File: src/rtl/alu_pkg.sv
// -----------------------------------------------------------------------------
// alu_pkg
// Shared definitions for the low-area arithmetic path:
//   state_t : FSM state encoding for the serial add/subtract unit
//   DATA_W  : default datapath width
// -----------------------------------------------------------------------------
package alu_pkg;

  typedef enum logic [1:0] {
    IDLE = 2'd0,
    RUN  = 2'd1,
    DONE = 2'd2
  } state_t;

  localparam int DATA_W = 32;

endpackage : alu_pkg

File: src/rtl/full_adder.sv
// -----------------------------------------------------------------------------
// full_adder
// Single-bit full adder cell.
// Ports:
//   cout : carry out
//   sum  : sum bit
//   a, b : operand bits
//   cin  : carry in
// -----------------------------------------------------------------------------
module full_adder (
  output logic cout,
  output logic sum,
  input  logic a,
  input  logic b,
  input  logic cin
);

  assign sum  = a ^ b ^ cin;
  assign cout = (a & b) | (cin & (a ^ b));

endmodule : full_adder

File: src/rtl/serial_addsub32.sv
// -----------------------------------------------------------------------------
// serial_addsub32
// Bit-serial add/subtract unit: one bit per clock, LSB first, using a single
// full_adder cell and one carry flip-flop.
// Ports:
//   clk, rst           : rising-edge clock, async active-high reset
//   start_valid/ready  : request handshake (a, b, sub sampled on acceptance)
//   a, b               : operands
//   sub                : 0 = a+b, 1 = a-b
//   res_valid/ready    : response handshake
//   result             : registered sum/difference
//   cout               : carry out of MSB (subtract: 1 = no borrow)
//   overflow           : signed overflow
//   zero               : result == 0
// -----------------------------------------------------------------------------
module serial_addsub32
  import alu_pkg::*;
#(
  parameter int WIDTH = DATA_W
) (
  input  logic             clk,
  input  logic             rst,
  input  logic             start_valid,
  output logic             start_ready,
  input  logic [WIDTH-1:0] a,
  input  logic [WIDTH-1:0] b,
  input  logic             sub,
  output logic             res_valid,
  input  logic             res_ready,
  output logic [WIDTH-1:0] result,
  output logic             cout,
  output logic             overflow,
  output logic             zero
);

  // Counter is wide enough to hold WIDTH, so it never wraps within an operation.
  localparam int CW = $clog2(WIDTH + 1);
  localparam logic [CW-1:0] LAST_BIT = CW'(WIDTH - 1);

  state_t state;
  state_t next_state;

  logic [WIDTH-1:0] sa;
  logic [WIDTH-1:0] sb;
  // Only WIDTH-1 partial bits are kept; the final bit is merged straight into
  // the result register on the last RUN edge.
  logic [WIDTH-2:0] sr;
  logic             carry;
  logic [CW-1:0]    cnt;

  logic             fa_sum;
  logic             fa_cout;
  logic             last_bit;
  logic [WIDTH-1:0] final_sum;

  full_adder u_fa (
    .cout (fa_cout),
    .sum  (fa_sum),
    .a    (sa[0]),
    .b    (sb[0]),
    .cin  (carry)
  );

  assign last_bit  = (cnt == LAST_BIT);
  assign final_sum = {fa_sum, sr};

  assign start_ready = (state == IDLE);
  assign res_valid   = (state == DONE);

  // State register.
  always_ff @(posedge clk or posedge rst) begin
    if (rst) begin
      state <= IDLE;
    end else begin
      state <= next_state;
    end
  end

  // Next-state logic.
  always_comb begin
    next_state = state;
    case (state)
      IDLE: begin
        if (start_valid) begin
          next_state = RUN;
        end else begin
          next_state = IDLE;
        end
      end
      RUN: begin
        if (last_bit) begin
          next_state = DONE;
        end else begin
          next_state = RUN;
        end
      end
      DONE: begin
        if (res_ready) begin
          next_state = IDLE;
        end else begin
          next_state = DONE;
        end
      end
      default: begin
        next_state = IDLE;
      end
    endcase
  end

  // Serial datapath and registered result fields.
  always_ff @(posedge clk or posedge rst) begin
    if (rst) begin
      sa       <= '0;
      sb       <= '0;
      sr       <= '0;
      carry    <= 1'b0;
      cnt      <= '0;
      result   <= '0;
      cout     <= 1'b0;
      overflow <= 1'b0;
      zero     <= 1'b1;
    end else begin
      case (state)
        IDLE: begin
          if (start_valid) begin
            sa    <= a;
            // Subtraction as a + ~b + 1: the +1 comes in through the carry.
            sb    <= sub ? ~b : b;
            carry <= sub;
            cnt   <= '0;
          end
        end
        RUN: begin
          sa    <= {1'b0, sa[WIDTH-1:1]};
          sb    <= {1'b0, sb[WIDTH-1:1]};
          sr    <= final_sum[WIDTH-1:1];
          carry <= fa_cout;
          cnt   <= cnt + CW'(1);
          if (last_bit) begin
            result   <= final_sum;
            cout     <= fa_cout;
            // carry currently holds the carry into the MSB.
            overflow <= carry ^ fa_cout;
            zero     <= (final_sum == '0);
          end
        end
        DONE: begin
          // Result fields held; transition handled by the FSM.
        end
        default: begin
        end
      endcase
    end
  end

endmodule : serial_addsub32

File: config.mk
export PLATFORM = sky130hd
export DESIGN_NAME = serial_addsub32
export DESIGN_NICKNAME = d
export VERILOG_FILES = /design/src/rtl/alu_pkg.sv /design/src/rtl/full_adder.sv /design/src/rtl/serial_addsub32.sv
export SDC_FILE = /design/constraint.sdc
export NUM_CORES = 1
export LEC_CHECK = 0
export BUFFER_PORTS_ARGS = -buffer_cell sky130_fd_sc_hd__buf_2
export CORE_ASPECT_RATIO = 2
export CORE_MARGIN = 2
export CORE_UTILIZATION = 55
export CTS_BUF_LIST = sky130_fd_sc_hd__clkbuf_4
export DETAILED_ROUTE_END_ITERATION = 16
export GPL_TIMING_DRIVEN = 0
export PLACE_DENSITY = 0.87
export SLEW_MARGIN = 25
export SYNTH_ARGS = -nofsm -noshare
export SYNTH_HDL_FRONTEND = slang
export SYNTH_SLANG_ARGS = --single-unit
File: constraint.sdc
create_clock -name clk -period 6.65 [get_ports clk]
set_clock_uncertainty 0.05 [all_clocks]
set_input_delay 0.9975 -clock clk [delete_from_list [all_inputs] [get_ports clk]]
set_output_delay 0.9975 -clock clk [all_outputs]
set_load 0.01 [all_outputs]
# == Word-level counts from Yosys, hierarchy flattened ==
# Cells that the tools add are included.
# classes
reduce_logical,5
n_mux,13
add_sub_neg,1
eq_ne,4
bitwise_logic,7
# ops
op,count
one-hot mux 32 bit (2 select lines),2
two-way mux 32 bit,3
logical NOT 32 bit,1
NOT 32 bit,1
one-hot mux 6 bit (2 select lines),1
"adder 6 x 1 -> 6 bit, second input constant",1
"== test 6 x 5 -> 1 bit, second input constant",1
two-way mux 6 bit,1
one-hot mux 2 bit (3 select lines),1
two-way mux 2 bit,2
AND reduction 2 bit,2
bitwise XOR 1 bit,3
AND 1 bit,2
"== test 2 x 1 -> 1 bit, second input constant",1
"== test 2 bit, second input constant",1
logical NOT 2 bit,1
two-way mux 1 bit,2
"inequality test 2 bit, second input constant",1
one-hot mux 1 bit (2 select lines),1
nonzero test 2 bit,1
OR 1 bit,1
# totals
out_inout_bits,37
regBits,139

# == Depth between registers and ports, before layout ==
# Gate-level depths: netlist (run 1).
# logic_depth
ltp_word,4
mapped_depth,6
ltp_nobuf,4

# == Cells and area by module ==
# Synthesis (run 1) repeated with hierarchy kept, for this count alone.
# hier_totals
cells_unflattened,546
hier_area_um2,6015.8
# modules_own_cells
module,cells_each,instances,area_per_inst_um2
serial_addsub32,545,1,5995.8
full_adder,1,1,20.0

# == Worst setup path before layout (run 1) ==
# Ideal clock, no wire load.
# synth_path
kind,input port to flip-flop
start,input port sub
end,register sb[10]
n_path_buf,2
stages,5
arrival_ns,2.147
path_slack_ns,4.327
t_required_ns,6.474
cell_sequence,clkbuf_1 > clkbuf_1 > xnor2_1 > nor2_1 > a221o_1
# synth_between
elab_chain_cells,3
# synth_lines
item,line_no,rtl
from (decl),serial_addsub32.sv:27,"input logic sub,"
two-way mux 32 bit,serial_addsub32.sv:128,sb <= sub ? ~b : b;
two-way mux 32 bit,serial_addsub32.sv:125,if (start_valid) begin
one-hot mux 32 bit (2 select lines),serial_addsub32.sv:123,case (state)
to (signal assigned),serial_addsub32.sv:128,
to (signal assigned),serial_addsub32.sv:135,"sb <= {1'b0, sb[WIDTH-1:1]};"
to (decl),serial_addsub32.sv:44,logic [WIDTH-1:0] sb;
# No other way between the ends. The select of a mux whose other input is x is not followed.
# A chain may end at the register's enable or synchronous reset.

# == Final worst setup path (run 1) ==
# layout_path
start,register state[0]
end,output port res_valid
# layout_between
elab_chain_cells,1
# layout_lines
item,line_no,rtl
from (decl),serial_addsub32.sv:40,state_t state;
from (signal assigned),serial_addsub32.sv:75,state <= next_state;
== test 2 bit,serial_addsub32.sv:68,assign res_valid = (state == DONE);
to (decl),serial_addsub32.sv:28,"output logic res_valid,"
# No other way between the ends.

==> flow_summary.yaml, run 1 <==
floorplanning:
  die_w_um: 77.87
  die_h_um: 151.7
  ioPinCount: 106
  core_area_um2: 10740
  row_count: 54
  initial_core_util_pct: 55.87
  die-area_um2: 11810
finish:
  antenna_cells: 0
  multi_input_area_um2: 2222
  layout_commonest_cell: "dfrtp_1"
  area_delta_synth_final_pct: 17.20
  seqCellArea_um2: 3480
  mostFrequentLayoutCells: "dfrtp_1, buf_2, nand2_1, inv_1"
  num-fill-cells: 816
  finish.instance_area_um2: 7034
  nNetsFinal: 740
  drive_gt1_share_pct: 25.07
  final_core_util_pct: 65.48
timing:
  clock.fmax_ghz: 0.4139
  period_minus_slack_ps: 2416
  maxSlewHeadroom_pct: 57.12
  tns_ps: 0
  finalWorstSetupSlack_ps: 4234
  setup_viol: 0
  fin_crit_sh_pct: 36.33
  drv_slew: 0
  rsz0062_at_grt: "false"
  hold_viol: 0
  worstMarginPinSlew_ps: 643.2
power:
  finalPower_mw: 2.807
  p_sw_share_pct: 34.86
  pwr-share-clk_pct: 20.3
  p_leak_nw: 3.658
  seq_power_share_pct: 50.7
  peakVddDrop_uv: 241.7
  intPower_mw: 1.828
  power_switching_mw: 0.9785
  power_density_nw_per_um2: 399.0
  p_comb_share_pct: 28.9
yosys:
  yosysSeqAreaShare_pct: 57.97
  synthCells: 545
  synth-main-ff-cell: "dfrtp_1"
  synth.distinct_cells: 34
  synth_edf_count: 0
  async_flop_share_pct: 100.0
  synth_fp_nets: 616
  syn_area_per_cell_um2: 11.01
  synth-warning-count: 0
  ys_ff_latch: 139
  syn_area_um2: 6002
clock_network:
  clk_latency_ps: 530
  cts-htree-levels: 4
  cts_buffer_depth: 2
  cts-resized-gates: 0
  cts_buffers: 17
  clk_root_buffer_cell: "clkbuf_4"
  cts_tree: "yes"
  postCtsSetupBuffers: 0
  cts.clk_slew.worst_paths_ps: 130
  hold_buffers: 0
  cts.sinks: 139
setup_path:
  r2r_slack_ps: 4620
  critical_path_arrival_ps: 1370
  r2r_cells: 5
  rr_endpoint: "result[16]"
  cp_max_fo: 7
  r2r_start: "state[1]"
  cp_cell_sequence: "nand2b_1 > inv_1 > buf_2"
  cp.required_ps: 5600
  cpMaxStageDelayCell: "dfrtp_1"
  endpoint_kind: "output port"
  start_kind: "register"
  worst-setup-path-type: "reg2out"
  critical_path.max_stage_delay_ps: 460
drt:
  wire_per_inst_um: 14.48
  drc: 0
  wl_um: 11900
  viasPerCell: 5.349
  dr_total_vias: 4397
  drt_iter0_markers: 308
  drt_pass1_iterations: 5
  ant_nets: 0
place:
  portBuffers: 104
  post_dp_cell_area_um2: 6733
  dp_hpwl_um: 8689
  finalWeightedCongestion: 0.8009
  preCtsSetupSlack_ps: 4079
worst_hold_path:
  min_path_type: "in2async"
global_routing:
  overflow: 0
  grt_start_max_net_pins: 75
  antenna_found_initial: 0
  grt_pass1_wl_um: 20000
  first_global_vias: 4154
  grtUsageTotal_pct: 21.60
run_status:
  status: "completed"
run:
  cap_violations: 0
cell families (layout without fill, tap and decap cells):
kind of cell               count (synthesis)  after routing  share of synthesized area (%)
DFF                                      139            139                          57.97
AOI/OAI and AO/OA                        109            109                          12.76
muxes                                     34             34                          8.130
buffers and inverters                     72            209                          5.003
adders and majority gates                  2              2                         0.5420
and+or+nand+nor                          155            155                          10.63
xor gates and xnor gates                  34             34                          4.962
worst max path at each step:
| stage | start | depth (start not counted) | endpoint |
|---|---|---|---|
| final | state[0] | 3 | res_valid |
| after global routing | state[0] | 3 | res_valid |
| after CTS | state[0] | 3 | res_valid |
| after detailed placement | start_valid | 6 | sb[2] |
| after global placement | rst | 2 | sb[19] |
| after floorplan | rst | 1 | carry |
synthesized netlist by cell type, types with 3 or more instances:
cell type | count | area share (%)
inv_1 | 34 | 2.1
clkbuf_1 | 28 | 1.8
o21ai_1 | 5 | 0.42
mux2_1 | 6 | 1.1
o21ai_0 | 3 | 0.25
nand2_1 | 99 | 6.2
a221o_1 | 32 | 5.3
nor2_1 | 32 | 2.0
buf_6 | 4 | 0.75
o22ai_1 | 31 | 3.2
mux2_4 | 28 | 7.0
nor4_1 | 8 | 0.83
dfrtp_1 | 138 | 58
nand3_1 | 6 | 0.50
xnor2_1 | 32 | 4.7
buf_1 | 6 | 0.38
a21oi_1 | 31 | 2.6
per-stage QoR:
stage | instances | hold WS (ps)
6_report | 822 | 428.7
5_1_grt | 822 | 429.1
4_1_cts | 822 | 428.1
3_5_place_dp | 790 | 425.4
3_3_place_gp | 789 | 421.8
2_1_floorplan | 545 | 418.9
metal layers:
| layer | vias to the layer above | GRT usage [%] | part of all wire [%] |
|---|---|---|---|
| met1 | 2124 | 27.60 | 43 |
| met3 | 21 | 5.036 | 4.7 |
| met2 | 128 | 36.51 | 50 |
| li1 | 2124 | - | - |
| met5 | - | 0 | 0 |
| met4 | 0 | 6.696 | 1.7 |
power groups by stage:
stage	Clock [mW]	Combinational (mW)	Sequential (mW)
finish	0.571	0.812	1.42
global route	0.621	0.911	1.46
CTS	0.580	0.820	1.42
detailed placement	0	0.822	1.43
global placement	0	0.770	1.41
floorplan	0	0.589	1.38
worst max-delay path: cells and delay by family (launching register included):
| kind | cells | cell delay [ps] |
|---|---|---|
| flip-flops | 1 | 460 |
| buffers and inverters | 2 | 180 |
| AND/OR/NAND/NOR | 1 | 210 |
area by class of cell:
| class | instances | area share (%) |
|---|---|---|
| Sequential cell | 139 | 49.47 |
| Multi-Input combinational cell | 334 | 31.59 |
| Timing Repair Buffer | 105 | 7.791 |
| Tap cell | 140 | 2.490 |
| Clock inverter | 15 | 2.472 |
| Buffer | 38 | 2.455 |
| Inverter | 34 | 1.921 |
| Clock buffer | 17 | 1.814 |
sequential cells by signal, summed over array words and instances, names as in the netlist:
register  count
cnt           6
sb           32
cout          1
result       32
state         2
sr           31
zero          1
sa           32
carry         1
overflow      1
Note: power is estimated with default switching activity, not from simulation.
==> run 2: changes to the inputs <==
--- a/config.mk
+++ b/config.mk
@@ -5,14 +5,15 @@
 export SDC_FILE = /design/constraint.sdc
 export NUM_CORES = 1
 export LEC_CHECK = 0
+export ABC_AREA = 1
 export BUFFER_PORTS_ARGS = -buffer_cell sky130_fd_sc_hd__buf_2
 export CORE_ASPECT_RATIO = 2
 export CORE_MARGIN = 2
-export CORE_UTILIZATION = 55
+export CORE_UTILIZATION = 52
 export CTS_BUF_LIST = sky130_fd_sc_hd__clkbuf_4
 export DETAILED_ROUTE_END_ITERATION = 16
 export GPL_TIMING_DRIVEN = 0
-export PLACE_DENSITY = 0.87
+export PLACE_DENSITY = 0.86
 export SLEW_MARGIN = 25
 export SYNTH_ARGS = -nofsm -noshare
 export SYNTH_HDL_FRONTEND = slang
==> constraint.sdc (replaced) <==
create_clock -name clk -period 2.1 [get_ports clk]
set_clock_uncertainty 0.05 [all_clocks]
set_input_delay 0.315 -clock clk [delete_from_list [all_inputs] [get_ports clk]]
set_output_delay 0.315 -clock clk [all_outputs]
set_load 0.01 [all_outputs]
==> run 2 against run 1 <==
  * Non-clock buffer count rose by 24
  * Register-to-register slack worse by 4200 ps
  * Cell area is 3.5% higher
  * Synthesized cell count up 14%
  * Final cell count is 13% higher
  * Clock power increased to 2.8 times the previous value
  * Routed wire length up 15%
  * Sequential share of layout area fell by 1.7 points
  * Via count up 12%
  * First-iteration DRC count decreased by 21%
  * Sequential cell count stayed put
  * Critical endpoint is now result[22]
  * Largest power group unchanged
==> flow_summary.yaml, run 2 <==
worst_hold_path:
  min-delay-start: "b[16]"
  min_to: "sb[16]"
  min_path_type: "in2reg"
  min_path_cells: 3
setup_path:
  r2r_start: "cnt[0]"
  cp_cell_sequence: "ha_1 > nand2_1 > inv_2 > nand3_2 > nor2_4 > nand2_2 > clkbuf_1 > o21ai_0"
  r2r_slack_ps: 390
  endpoint_kind: "register"
  cp_max_fo: 10
  critical_path_arrival_ps: 2050
  cpMaxStageDelayCell: "dfrtp_1"
  start_kind: "register"
  r2r_cells: 8
  rr_endpoint: "result[22]"
  cp.required_ps: 2430
  worst-setup-path-type: "reg2reg"
  critical_path.max_stage_delay_ps: 430
clock_network:
  cts-htree-levels: 4
  cts_buffers: 17
  cts_tree: "yes"
  postCtsSetupBuffers: 0
  cts.sinks: 139
  cts.clk_slew.worst_paths_ps: 120
  clk_latency_ps: 520
  clk_root_buffer_cell: "clkbuf_4"
  cts_buffer_depth: 2
floorplanning:
  die-area_um2: 12450
  core_area_um2: 11290
  initial_core_util_pct: 53.10
  ioPinCount: 106
  die_h_um: 155.8
  row_count: 55
  die_w_um: 79.91
drt:
  drt_pass1_iterations: 5
  wl_um: 13690
  wire_per_inst_um: 14.77
  drc: 0
  viasPerCell: 5.312
  drt_iter0_markers: 243
  dr_total_vias: 4924
  ant_nets: 0
yosys:
  synthTopCellsByArea: "dfrtp_1, nand2_1, o21ai_0, inv_1, o22ai_1"
  synth_fp_nets: 695
  yosysSeqAreaShare_pct: 58.06
  syn_area_um2: 5993
  synth_edf_count: 0
  synthTopCellsByCount: "dfrtp_1, nand2_1, inv_1"
  synth.distinct_cells: 29
  synth-main-ff-cell: "dfrtp_1"
  syn_area_per_cell_um2: 9.605
  synth_top_area_share_pct: 57.62
  async_flop_share_pct: 100.0
  synth_top_cell_by_area: "dfrtp_1"
  ys_ff_latch: 139
  synthCells: 624
  synth-warning-count: 0
  post-synth-top-count-cell: "dfrtp_1"
timing:
  hold_viol: 0
  clock.fmax_ghz: 0.5838
  worstMarginPinSlew_ps: 503.1
  holdWs_ps: 39.97
  rsz0062_at_grt: "false"
  setup_viol: 0
  period_minus_slack_ps: 1713
  drv_slew: 0
  fin_crit_sh_pct: 81.57
  maxSlewHeadroom_pct: 66.46
global_routing:
  first_global_vias: 5091
  overflow: 0
  grt_start_max_net_pins: 33
  antenna_found_initial: 1
  grtUsageTotal_pct: 23.51
  grt_pass1_wl_um: 22810
run_status:
  status: "completed"
power:
  peakVddDrop_uv: 705.5
  p_leak_nw: 3.608
  power_density_nw_per_um2: 1255
finish:
  stdcell_count: 927
  finish.instance_area_um2: 7283
  mostFrequentLayoutCells: "dfrtp_1, buf_2, nand2_1, inv_1, o21ai_0"
  layout_commonest_cell: "dfrtp_1"
  final_core_util_pct: 64.53
  top_regs: "result: 32 flops, sa: 32 flops, sb: 32 flops"
  nNetsFinal: 844
  drive_gt1_share_pct: 22.96
  area_delta_synth_final_pct: 21.52
place:
  dp_hpwl_um: 9894
  post_dp_cell_area_um2: 6818
  placedCellCount: 875
  portBuffers: 104
  finalWeightedCongestion: 0.7922
run:
  cap_violations: 0
-- run 2: cell types whose count changed in the layout (fill, tap and decap cells not counted), moves of 20 or more --
cell           before  now
buf_2             104  124
o21ai_0             3   75
dlygate4sd3_1       0   21
a221o_1            32    0
mux2_4             28    0
inv_1              33   83
-- run 2: layout make-up --
| type | instances | area, um^2 |
|---|---|---|
| Timing Repair Buffer | 130 | 853.3 |
| Tap cell | 142 | 177.7 |
| Buffer | 37 | 193.9 |
| Sequential cell | 139 | 3480 |
| Clock buffer | 20 | 150.1 |
| Fill cell | 937 | 4003 |
| Multi-Input combinational cell | 360 | 1989 |
| Antenna cell | 1 | 2.502 |
| Inverter | 88 | 334.1 |
| Clock inverter | 10 | 102.6 |
-- run 2: cells by family (layout without fill, tap and decap cells) --
logic type                 after synthesis  count (layout)  synth area share [%]
AOI/OAI and AO/OA                      183             183                 18.20
xor gates and xnor gates                34              34                 4.969
adders and majority gates                2               2                0.5428
buffers and inverters                  125             285                 8.747
DFF                                    139             139                 58.06
other                                    0               1                     0
and+or+nand+nor                        141             141                 9.478
-- run 2: worst max-delay path: cells and delay by family, from the launching register on --
family	cells	cell delay (ps)
and+or+nand+nor	4	330
adders and majority gates	1	220
buffers and inverters	2	400
AOI/OAI and AO/OA	1	150
DFF	1	430
-- run 2: timing repair --
action | in CTS | in global routing
resized for setup | 0 | 0
setup endpoints to repair | 0 | 0
endpoints found under the hold margin | 36 | 0
hold buffers | 21 | 0
-- run 2: layer usage --
layer  up-vias  global-route usage, %  wire, um  share of wire (%)
met5         -                      0         0                  0
met4         0                  9.766       304                2.2
met1      2397                  25.84      5141                 38
met3        25                  5.093       597                4.4
li1       2348                      -         -                  -
met2       154                  42.70      7645                 56
-- run 2: metrics by stage --
stage / setup TNS (ps) / worst slack [ps] / power [mW]
CTS: 0 / 369.1 / 9.193
floorplan: 0 / 0.7084 / 6.505
global route: 0 / 184.5 / 9.871
finish: 0 / 387.0 / 9.142
global placement: -114130 / -834.5 / 7.334
detailed placement: 0 / 396.8 / 7.527
-- run 2: power breakdown --
part           total, mW  switching, mW  internal (mW)  leakage, nW
Combinational       3.12           1.81           1.31         1.71
Sequential          4.40          0.653           3.75         1.76
Clock               1.62          0.906          0.717        0.141
Total               9.14           3.37           5.77         3.61
-- run 2: worst max path at each step --
stage | endpoint | depth (start not counted) | startpoint | slack (ps)
after floorplan | carry | 1 | rst | 0.7
after global placement | sb[20] | 2 | rst | -830
after detailed placement | result[22] | 8 | cnt[0] | 400
after CTS | result[22] | 8 | cnt[0] | 370
after global routing | result[11] | 8 | cnt[0] | 180
final | result[22] | 8 | cnt[0] | 390
==> run 3: changes to the inputs <==
--- a/config.mk
+++ b/config.mk
@@ -9,11 +9,11 @@
 export BUFFER_PORTS_ARGS = -buffer_cell sky130_fd_sc_hd__buf_2
 export CORE_ASPECT_RATIO = 2
 export CORE_MARGIN = 2
-export CORE_UTILIZATION = 52
+export CORE_UTILIZATION = 55
 export CTS_BUF_LIST = sky130_fd_sc_hd__clkbuf_4
 export DETAILED_ROUTE_END_ITERATION = 16
 export GPL_TIMING_DRIVEN = 0
-export PLACE_DENSITY = 0.86
+export PLACE_DENSITY = 0.87
 export SLEW_MARGIN = 25
 export SYNTH_ARGS = -nofsm -noshare
 export SYNTH_HDL_FRONTEND = slang
==> constraint.sdc (replaced) <==
create_clock -name clk -period 1.58 [get_ports clk]
set_clock_uncertainty 0.05 [all_clocks]
set_input_delay 0.237 -clock clk [delete_from_list [all_inputs] [get_ports clk]]
set_output_delay 0.237 -clock clk [all_outputs]
set_load 0.01 [all_outputs]
==> run 3 against run 2 <==
  * The run now ends with negative setup slack left
  * Sequential power up 34%
  * Worst setup slack lost 440 ps
  * Total power is 42% higher
  * Sequential cell count is the same
  * Critical path depth stayed put
  * First-iteration DRC count rose by 68%
  * Via count grew 6.3%
  * Critical endpoint is now zero
==> flow_summary.yaml, run 3 (synthesis gave the netlist of run 2 again) <==
run_status:
  status: "finished, violations left"
  violations: "negative setup slack"
finish:
  top_regs: "result: 32 flops, sa: 32 flops, sb: 32 flops"
  layout_commonest_cell: "dfrtp_1"
  finish.instance_area_um2: 7807
  nNetsFinal: 883
  stdcell_count: 966
  num-fill-cells: 716
  area_delta_synth_final_pct: 30.27
  drive_gt1_share_pct: 24.85
  mostFrequentLayoutCells: "dfrtp_1, buf_2, nand2_1, inv_1, o21ai_0"
global_routing:
  first_global_vias: 5363
  grt_start_max_net_pins: 32
  overflow: 0
  grt_pass1_wl_um: 25470
  grtUsageTotal_pct: 27.89
  antenna_found_initial: 1
clock_network:
  cts_buffers: 17
  cts-htree-levels: 4
  cts_buffer_depth: 2
  cts.sinks: 139
  clk_latency_ps: 530
  clk_root_buffer_cell: "clkbuf_4"
  cts.clk_slew.worst_paths_ps: 120
  cts_tree: "yes"
setup_path:
  start_kind: "register"
  cp_max_fo: 2
  r2r_slack_ps: -50
  cp.required_ps: 2010
  worst-setup-path-type: "reg2reg"
  critical_path_arrival_ps: 2060
  r2r_start: "sa[0]"
  rr_endpoint: "zero"
  r2r_cells: 8
  endpoint_kind: "register"
timing:
  finalWorstSetupSlack_ps: -53.82
  hold_viol: 0
  maxSlewHeadroom_pct: 67.00
  worstMarginPinSlew_ps: 495.0
  period_minus_slack_ps: 1634
  clock.fmax_ghz: 0.6121
  setup_viol: 1
  rsz0062_at_grt: "true"
  holdWs_ps: 48.77
  tns_ps: -53.82
  drv_slew: 0
  fin_crit_sh_pct: 103.4
drt:
  drt_iter0_markers: 409
  wl_um: 15930
  wire_per_inst_um: 16.49
  drc: 0
  drt_pass1_iterations: 5
  dr_total_vias: 5234
  viasPerCell: 5.418
  ant_nets: 0
power:
  power_switching_mw: 4.953
  peakVddDrop_uv: 1210
  seq_power_share_pct: 45.3
  pwr-share-clk_pct: 18.8
  power_density_nw_per_um2: 1664
  intPower_mw: 8.042
  p_sw_share_pct: 38.11
  p_comb_share_pct: 35.9
  p_leak_nw: 3.837
floorplanning:
  die_w_um: 77.82
  row_count: 54
  die_h_um: 151.6
  initial_core_util_pct: 55.79
  ioPinCount: 106
  die-area_um2: 11800
  core_area_um2: 10740
worst_hold_path:
  min-delay-start: "b[9]"
  min_path_type: "in2reg"
  min_path_cells: 4
  min_to: "sb[9]"
place:
  dp_hpwl_um: 9449
  placedCellCount: 873
  preCtsSetupSlack_ps: -108.0
  portBuffers: 104
  post_dp_cell_area_um2: 6815
  finalWeightedCongestion: 0.8251
run:
  cap_violations: 0
-- run 3: changes by cell type in the layout (fill, tap and decap cells not counted), sizes merged --
cell	before	now
dlygate4sd3	21	51
bufinv	2	3
inv	87	89
clkinv	7	6
clkinvlp	2	5
buf	134	145
clkbuf	32	27
-- run 3: layer usage --
metal | up-vias | global-route usage, % | wire (um)
met5 | - | 0 | 0
met4 | 0 | 13.21 | 443
met3 | 37 | 5.450 | 801
met2 | 219 | 48.19 | 8396
met1 | 2551 | 33.31 | 6286
li1 | 2427 | - | -
-- run 3: worst max path at each step --
stage              from     endpoint  slack, ps  depth (start not counted)
6_report          sa[0]         zero        -50                          8
5_1_grt           sb[0]         zero       -150                          8
4_1_cts        state[0]  start_ready        -50                          2
3_5_place_dp     cnt[0]   result[18]       -110                          8
3_3_place_gp        rst        sb[9]      -1230                          2
2_1_floorplan       rst        carry       -440                          1
-- run 3: cell type report --
type	count	area (um^2)	area share, %
sequential	139	3481	44.58
multi-input combinational	360	2029	25.99
timing repair buffer	170	1252	16.04
inverter	88	334.1	4.279
buffer	36	231.5	2.965
tap	140	175.2	2.244
clock inverter	15	173.9	2.228
clock buffer	17	127.6	1.635
antenna	1	2.502	0.03205
-- run 3: worst max-delay path, stage by stage (launching register included) --
cell     delay, ps
dfrtp_1        420
fa_1           510
nor2_1         100
nand2_1         70
nor2_2         110
nand2_1         70
nor2_1         130
nand2_1         70
nand2_1         60
-- run 3: repair_timing --
item / in CTS / in global routing
hold buffers: 51 / 0
hold endpoints to repair: 135 / 0
pin swaps: 4 / 1
resized for setup: 9 / 46
endpoints found under the setup margin: 46 / 86
cloned: 0 / 1
buffers inserted: 5 / 4
-- run 3: metrics by stage --
stage               power, mW  utilization [%]
floorplan               8.646                -
global placement        9.691            62.30
detailed placement      9.993            63.44
CTS                     12.65            71.50
global route            13.84            72.68
finish                  12.99            72.68
-- run 3: power by group through the flow --
stage | sequential, mW | combinational, mW | clock (mW)
5_1_grt | 6.01 | 5.19 | 2.64
2_1_floorplan | 5.81 | 2.84 | 0
4_1_cts | 5.80 | 4.38 | 2.47
3_5_place_dp | 5.87 | 4.12 | 0
6_report | 5.88 | 4.67 | 2.45
3_3_place_gp | 5.80 | 3.89 | 0
